### config.mk
export PLATFORM = sky130hd
export DESIGN_NAME = prog_timer_bank
export DESIGN_NICKNAME = d
export VERILOG_FILES = /design/src/rtl/prog_timer_bank.sv
export SDC_FILE = /design/constraint.sdc
export NUM_CORES = 1
export LEC_CHECK = 0
export ABC_CLOCK_PERIOD_IN_PS = 4200
export CAP_MARGIN = 20
export CORE_ASPECT_RATIO = 1.75
export CORE_MARGIN = 8
export CORE_UTILIZATION = 48
export DETAILED_ROUTE_END_ITERATION = 12
export GPL_TIMING_DRIVEN = 1
export MAX_ROUTING_LAYER = met4
export PLACE_DENSITY = 0.76
export SLEW_MARGIN = 20
export SYNTH_ARGS = -nofsm -noshare
export SYNTH_HDL_FRONTEND = slang
export SYNTH_SLANG_ARGS = --single-unit
### constraint.sdc
create_clock -name clk -period 4.2 [get_ports clk]
set_input_delay 1.26 -clock clk [delete_from_list [all_inputs] [get_ports clk]]
set_output_delay 1.26 -clock clk [all_outputs]
set_load 0.01 [all_outputs]
### src/rtl/prog_timer_bank.sv
// N-channel programmable timer: square, one-shot and rate modes per channel,
// configured through one addressed write port ({channel, sel} addressing).
module prog_timer_bank #(
  parameter  int NUM_CH = 2,
  parameter  int CNT_W  = 8,
  localparam int AW     = $clog2(NUM_CH) + 1
) (
  input  logic              clk,
  input  logic              rst,
  input  logic              wr_en,
  input  logic [AW-1:0]     addr,
  input  logic [CNT_W-1:0]  wdata,
  input  logic [NUM_CH-1:0] gate,
  output logic [NUM_CH-1:0] out,
  output logic [NUM_CH-1:0] tc
);

  localparam logic [1:0] MODE_SQ   = 2'd0;
  localparam logic [1:0] MODE_OS   = 2'd1;
  localparam logic [1:0] MODE_RATE = 2'd2;
  localparam logic [1:0] MODE_OFF  = 2'd3;

  localparam logic [0:0] ST_IDLE = 1'b0;
  localparam logic [0:0] ST_RUN  = 1'b1;

  logic [AW-1:0]    w_ch_idx;
  logic             w_sel;
  logic [CNT_W-1:0] w_wdata_cl;

  assign w_ch_idx   = addr >> 1;
  assign w_sel      = addr[0];
  // A divisor below 2 cannot form a period, so 0 and 1 are treated as 2.
  assign w_wdata_cl = (wdata < CNT_W'(2)) ? CNT_W'(2) : wdata;

  for (genvar gi = 0; gi < NUM_CH; gi++) begin : g_ch
    logic [1:0]       r_mode;
    logic [CNT_W-1:0] r_div_act;
    logic [CNT_W-1:0] r_div_pend;
    logic [CNT_W-1:0] r_p;
    logic [0:0]       r_state;
    logic             r_gate_q;
    logic             r_out;
    logic             r_tc;

    logic             w_hit;
    logic             w_wr_div;
    logic             w_wr_mode;
    logic             w_last;
    logic             w_trig;
    logic [1:0]       w_mode_next;
    logic [CNT_W-1:0] w_pend_next;
    logic [CNT_W-1:0] w_act_next;
    logic [CNT_W-1:0] w_p_next;
    logic [0:0]       w_state_next;
    logic             w_tc_next;
    logic             w_out_next;
    logic [CNT_W:0]   w_half;

    assign w_hit       = wr_en && (w_ch_idx == AW'(gi));
    assign w_wr_div    = w_hit && !w_sel;
    assign w_wr_mode   = w_hit && w_sel;
    assign w_pend_next = w_wr_div ? w_wdata_cl : r_div_pend;
    assign w_last      = (r_p == r_div_act - CNT_W'(1));
    assign w_trig      = gate[gi] && !r_gate_q;
    // Extra bit keeps (N+1)>>1 exact when N is all ones.
    assign w_half      = ({1'b0, w_act_next} + {{CNT_W{1'b0}}, 1'b1}) >> 1;

    always_comb begin
      w_mode_next  = r_mode;
      w_act_next   = r_div_act;
      w_p_next     = r_p;
      w_state_next = r_state;
      w_tc_next    = r_tc;
      if (w_wr_mode) begin
        w_mode_next  = wdata[1:0];
        w_p_next     = '0;
        w_tc_next    = 1'b0;
        w_state_next = ST_IDLE;
        w_act_next   = w_pend_next;
      end else begin
        case (r_mode)
          MODE_SQ, MODE_RATE: begin
            if (gate[gi]) begin
              if (w_last) begin
                w_p_next   = '0;
                w_tc_next  = 1'b1;
                w_act_next = w_pend_next;
              end else begin
                w_p_next  = r_p + CNT_W'(1);
                w_tc_next = 1'b0;
              end
            end
          end
          MODE_OS: begin
            if (r_state == ST_IDLE) begin
              w_p_next   = '0;
              w_tc_next  = 1'b0;
              w_act_next = w_pend_next;
              if (w_trig) w_state_next = ST_RUN;
            end else if (w_trig) begin
              w_p_next  = '0;
              w_tc_next = 1'b0;
            end else if (w_last) begin
              w_p_next     = '0;
              w_tc_next    = 1'b1;
              w_state_next = ST_IDLE;
              w_act_next   = w_pend_next;
            end else begin
              w_p_next  = r_p + CNT_W'(1);
              w_tc_next = 1'b0;
            end
          end
          default: begin
            w_p_next   = '0;
            w_tc_next  = 1'b0;
            w_act_next = w_pend_next;
          end
        endcase
      end

      // Output derives from the post-edge phase so out and p move together.
      case (w_mode_next)
        MODE_SQ:   w_out_next = ({1'b0, w_p_next} < w_half);
        MODE_RATE: w_out_next = (w_p_next == w_act_next - CNT_W'(1));
        MODE_OS:   w_out_next = (w_state_next == ST_RUN);
        default:   w_out_next = 1'b0;
      endcase
    end

    always_ff @(posedge clk or posedge rst) begin
      if (rst) begin
        r_mode     <= MODE_OFF;
        r_div_act  <= CNT_W'(2);
        r_div_pend <= CNT_W'(2);
        r_p        <= '0;
        r_state    <= ST_IDLE;
        r_gate_q   <= 1'b0;
        r_out      <= 1'b0;
        r_tc       <= 1'b0;
      end else begin
        r_mode     <= w_mode_next;
        r_div_act  <= w_act_next;
        r_div_pend <= w_pend_next;
        r_p        <= w_p_next;
        r_state    <= w_state_next;
        r_gate_q   <= gate[gi];
        r_out      <= w_out_next;
        r_tc       <= w_tc_next;
      end
    end

    assign out[gi] = r_out;
    assign tc[gi]  = r_tc;
  end

endmodule

==> flow_summary.yaml <==
outcome:
  status: "complete, but fails checks"
  violations: "negative setup slack"
setup_path:
  rr_worst_depth: 21
  cp.arrival_ns: 4.76
  worstSetupPathType: "flop to flop"
  regToRegSetupSlack_ns: -0.30
  worst_r2r_endpoint: "g_ch[1].r_out"
  timing.rr.start: "g_ch[1].r_div_act[1]"
  end_kind: "flop"
  cp-start-kind: "flop"
  worstPathRequired_ns: 4.46
  cp_max_fo: 5
global_routing:
  grt_pass1_vias: 5533
  grt-ovfl-total: 0
  grt_max_degree: 48
  grt_pass1_wl_um: 26900
  antenna_found_initial: 0
  grt_use_total_pct: 25.9
yosys:
  synth_flop_cell: "dfrtp_1"
  yosysUniqueCellTypes: 72
  syn_avg_cell_area_um2: 8.59
  synthArstFlopShare_pct: 100
  synth_nets: 599
  syn_area_um2: 4830
  yosys_warnings: 0
  ys_seq_elements: 60
  synth_edf_count: 0
  ys_seq_area_share_pct: 31.3
  syn_inst: 562
floorplan:
  dieArea_um2: 13700
  die_y_um: 149
  die_w_um: 91.8
  core_region_area_um2: 9850
  pin_count: 19
  fp-row-count: 48
  start_util_pct: 49.0
final_layout:
  drive_gt1_share_pct: 40.1
  finish.instance_area_um2: 7150
  layout_commonest_cell: "buf_4"
  multi_input_area_um2: 3480
  num-nets-final: 797
  seq_area_um2: 1510
  synthToLayoutAreaGrowth_pct: 48.1
  fillers: 676
  diodes: 0
  layout_common_cells: "buf_4 (183), nand2_1 (54), dfrtp_1 (52), xnor2_1 (29)"
  final_util_pct: 72.6
timing:
  fmax_mhz: 222
  drv_slew: 0
  worst_pin_slew_ns: 0.639
  period_share_pct: 107
  rsz0062_at_grt: "yes"
  relSlewSlack_pct: 57.0
  hold_ws_ns: 0.512
  setup_viol: 2
  finalHoldViolCount: 0
  layout_setup_ws_ns: -0.297
  fin_skew_ns: 0.0110
  period_minus_slack_ns: 4.50
power:
  p_comb_share_pct: 63.1
  p_clk_share_pct: 16.0
  power.internal_mw: 2.51
  finalPower_mw: 4.32
  pwr-share-seq_pct: 20.9
  power_density_nw_per_um2: 604
  power_switching_mw: 1.81
  switching_share_pct: 41.8
  p_leak_nw: 3.38
  ir_drop_v: 0.000496
worst_hold_path:
  min_from: "g_ch[1].r_div_pend[7]"
  hold_class: "flop to flop"
  whs_path_depth: 1
  whs_endpoint: "g_ch[1].r_div_pend[7]"
cts:
  cts_buffer_depth: 2
  clk_latency_ns: 0.34
  clock-root-buffer: "clkbuf_16"
  clkTransAtPathRegs_ns: 0.05
  h-tree-depth: 3
  cts_tree: "done"
  cts_hold_buffers: 0
  cts_sinks: 60
  numCtsBuffers: 9
route:
  vias: 5404
  highest_layer: "met4"
  final_antenna_net_count: 0
  drc: 0
  wl_met3_um: 664
  dr_wl_met2_um: 9760
  dr.pass1.iters: 6
  drt_wl_total_um: 18200
  viasPerCell: 6.08
  first_iter_violations: 318
  wl_met1_um: 6070
  detail_route.wl_per_cell_um: 20.4
placed_design:
  routabilityCongestion: 0.985
  place_ws_ns: -0.806
  io_buffers: 18
  place_area_um2: 6320
  post-dp-hpwl_um: 12800
job:
  drv_cap: 0
worst max-delay path, cell delays in order (launching register included):
cell      delay, ns
dfstp_2        0.37
inv_2          0.08
ha_4           0.14
or3b_4         0.39
or4_4          0.52
a221oi_4       0.36
buf_6          0.18
a21boi_4       0.06
mux2i_1        0.19
a21o_1         0.20
ha_2           0.20
nand2_2        0.07
nor3b_4        0.20
xnor2_1        0.12
ha_1           0.34
and4_4         0.17
a211oi_2       0.21
nand2_1        0.08
a31oi_1        0.15
o21a_1         0.16
a31oi_1        0.05
a31oi_1        0.16
what timing repair did:
action / in CTS / in global routing
resized for setup: 52 / 60
setup endpoints to repair: 2 / 2
pin swaps: 24 / 43
buffers inserted: 18 / 13
gates cloned: 0 / 0
flip-flops by register name (all words and copies together) (netlist names):
name / cells
g_ch.r_div_act: 16
g_ch.r_div_pend: 16
g_ch.r_p: 16
g_ch.r_mode: 4
g_ch.r_gate_q: 2
g_ch.r_out: 2
g_ch.r_state: 2
g_ch.r_tc: 2
synthesized netlist by cell type (6+ instances only):
library cell	instances	share of area, %
a211o_1	9	1.6
a21o_1	11	1.7
a21oi_1	20	2.1
a22o_1	7	1.3
a31oi_1	12	1.6
and3_1	11	1.4
clkbuf_1	9	0.70
dfrtp_1	52	27
dfstp_2	8	4.4
ha_1	22	5.7
inv_1	33	2.6
mux2_2	9	2.1
mux2i_1	13	2.7
nand2_1	57	4.4
nand2b_1	11	1.4
nand3_1	26	2.7
nand4_1	7	0.91
nor2_1	34	2.6
nor2b_1	10	1.3
nor3_1	19	2.0
nor3b_1	6	0.93
o21a_1	7	1.1
o21ai_0	26	2.7
o21bai_1	7	1.1
xnor2_1	29	5.3
xor2_1	17	3.1
final cells by class:
| type | count | area share (%) |
|---|---|---|
| sequential | 60 | 21.1 |
| clock buffer | 11 | 3.53 |
| inverter | 33 | 1.77 |
| multi-input combinational | 450 | 48.7 |
| clock inverter | 4 | 0.350 |
| timing repair buffer | 206 | 22.3 |
| tap | 125 | 2.19 |
cells by family (layout without fill, tap and decap cells):
logic type               after synthesis  after routing  share of synthesized area [%]
AO/OA/AOI/OAI                        142            142                           21.2
buffers and inverters                 52            254                           4.59
adder cells (fa/ha/maj)               22             22                           5.70
flip-flops                            60             60                           31.3
AND/OR/NAND/NOR                      217            217                           23.7
multiplexers                          22             22                           4.79
XOR/XNOR                              47             47                           8.68
power groups by stage:
stage,clock network (mW),logic [mW],registers [mW]
after floorplan,0,1.34,0.856
after global placement,0,2.22,0.879
after detailed placement,0,2.30,0.889
after CTS,0.696,2.47,0.886
after global routing,0.723,2.91,0.919
final,0.691,2.73,0.901
routing by layer:
layer / GRT usage [%] / vias up
li1: - / 2449
met1: 21.2 / 2625
met2: 47.4 / 214
met3: 4.54 / 116
met4: 24.7 / 0
met5: - / -
how the worst max path moves through the flow:
stage	startpoint	end	cells after the start
after detailed placement	addr[0]	g_ch[1].r_out	20
after global placement	addr[0]	g_ch[1].r_out	20
after floorplan	g_ch[1].r_div_act[0]	g_ch[1].r_out	22
after global routing	g_ch[1].r_div_act[0]	g_ch[1].r_out	21
after CTS	g_ch[1].r_div_act[1]	g_ch[1].r_out	21
final	g_ch[1].r_div_act[1]	g_ch[1].r_out	21
metrics by stage:
stage | setup TNS (ns) | cells
6_report | -0.321 | 889
5_1_grt | -0.726 | 889
4_1_cts | -0.284 | 878
3_5_place_dp | -1.58 | 845
3_3_place_gp | -1.44 | 845
2_1_floorplan | -0.324 | 562
(Power assumes the default switching activity.)
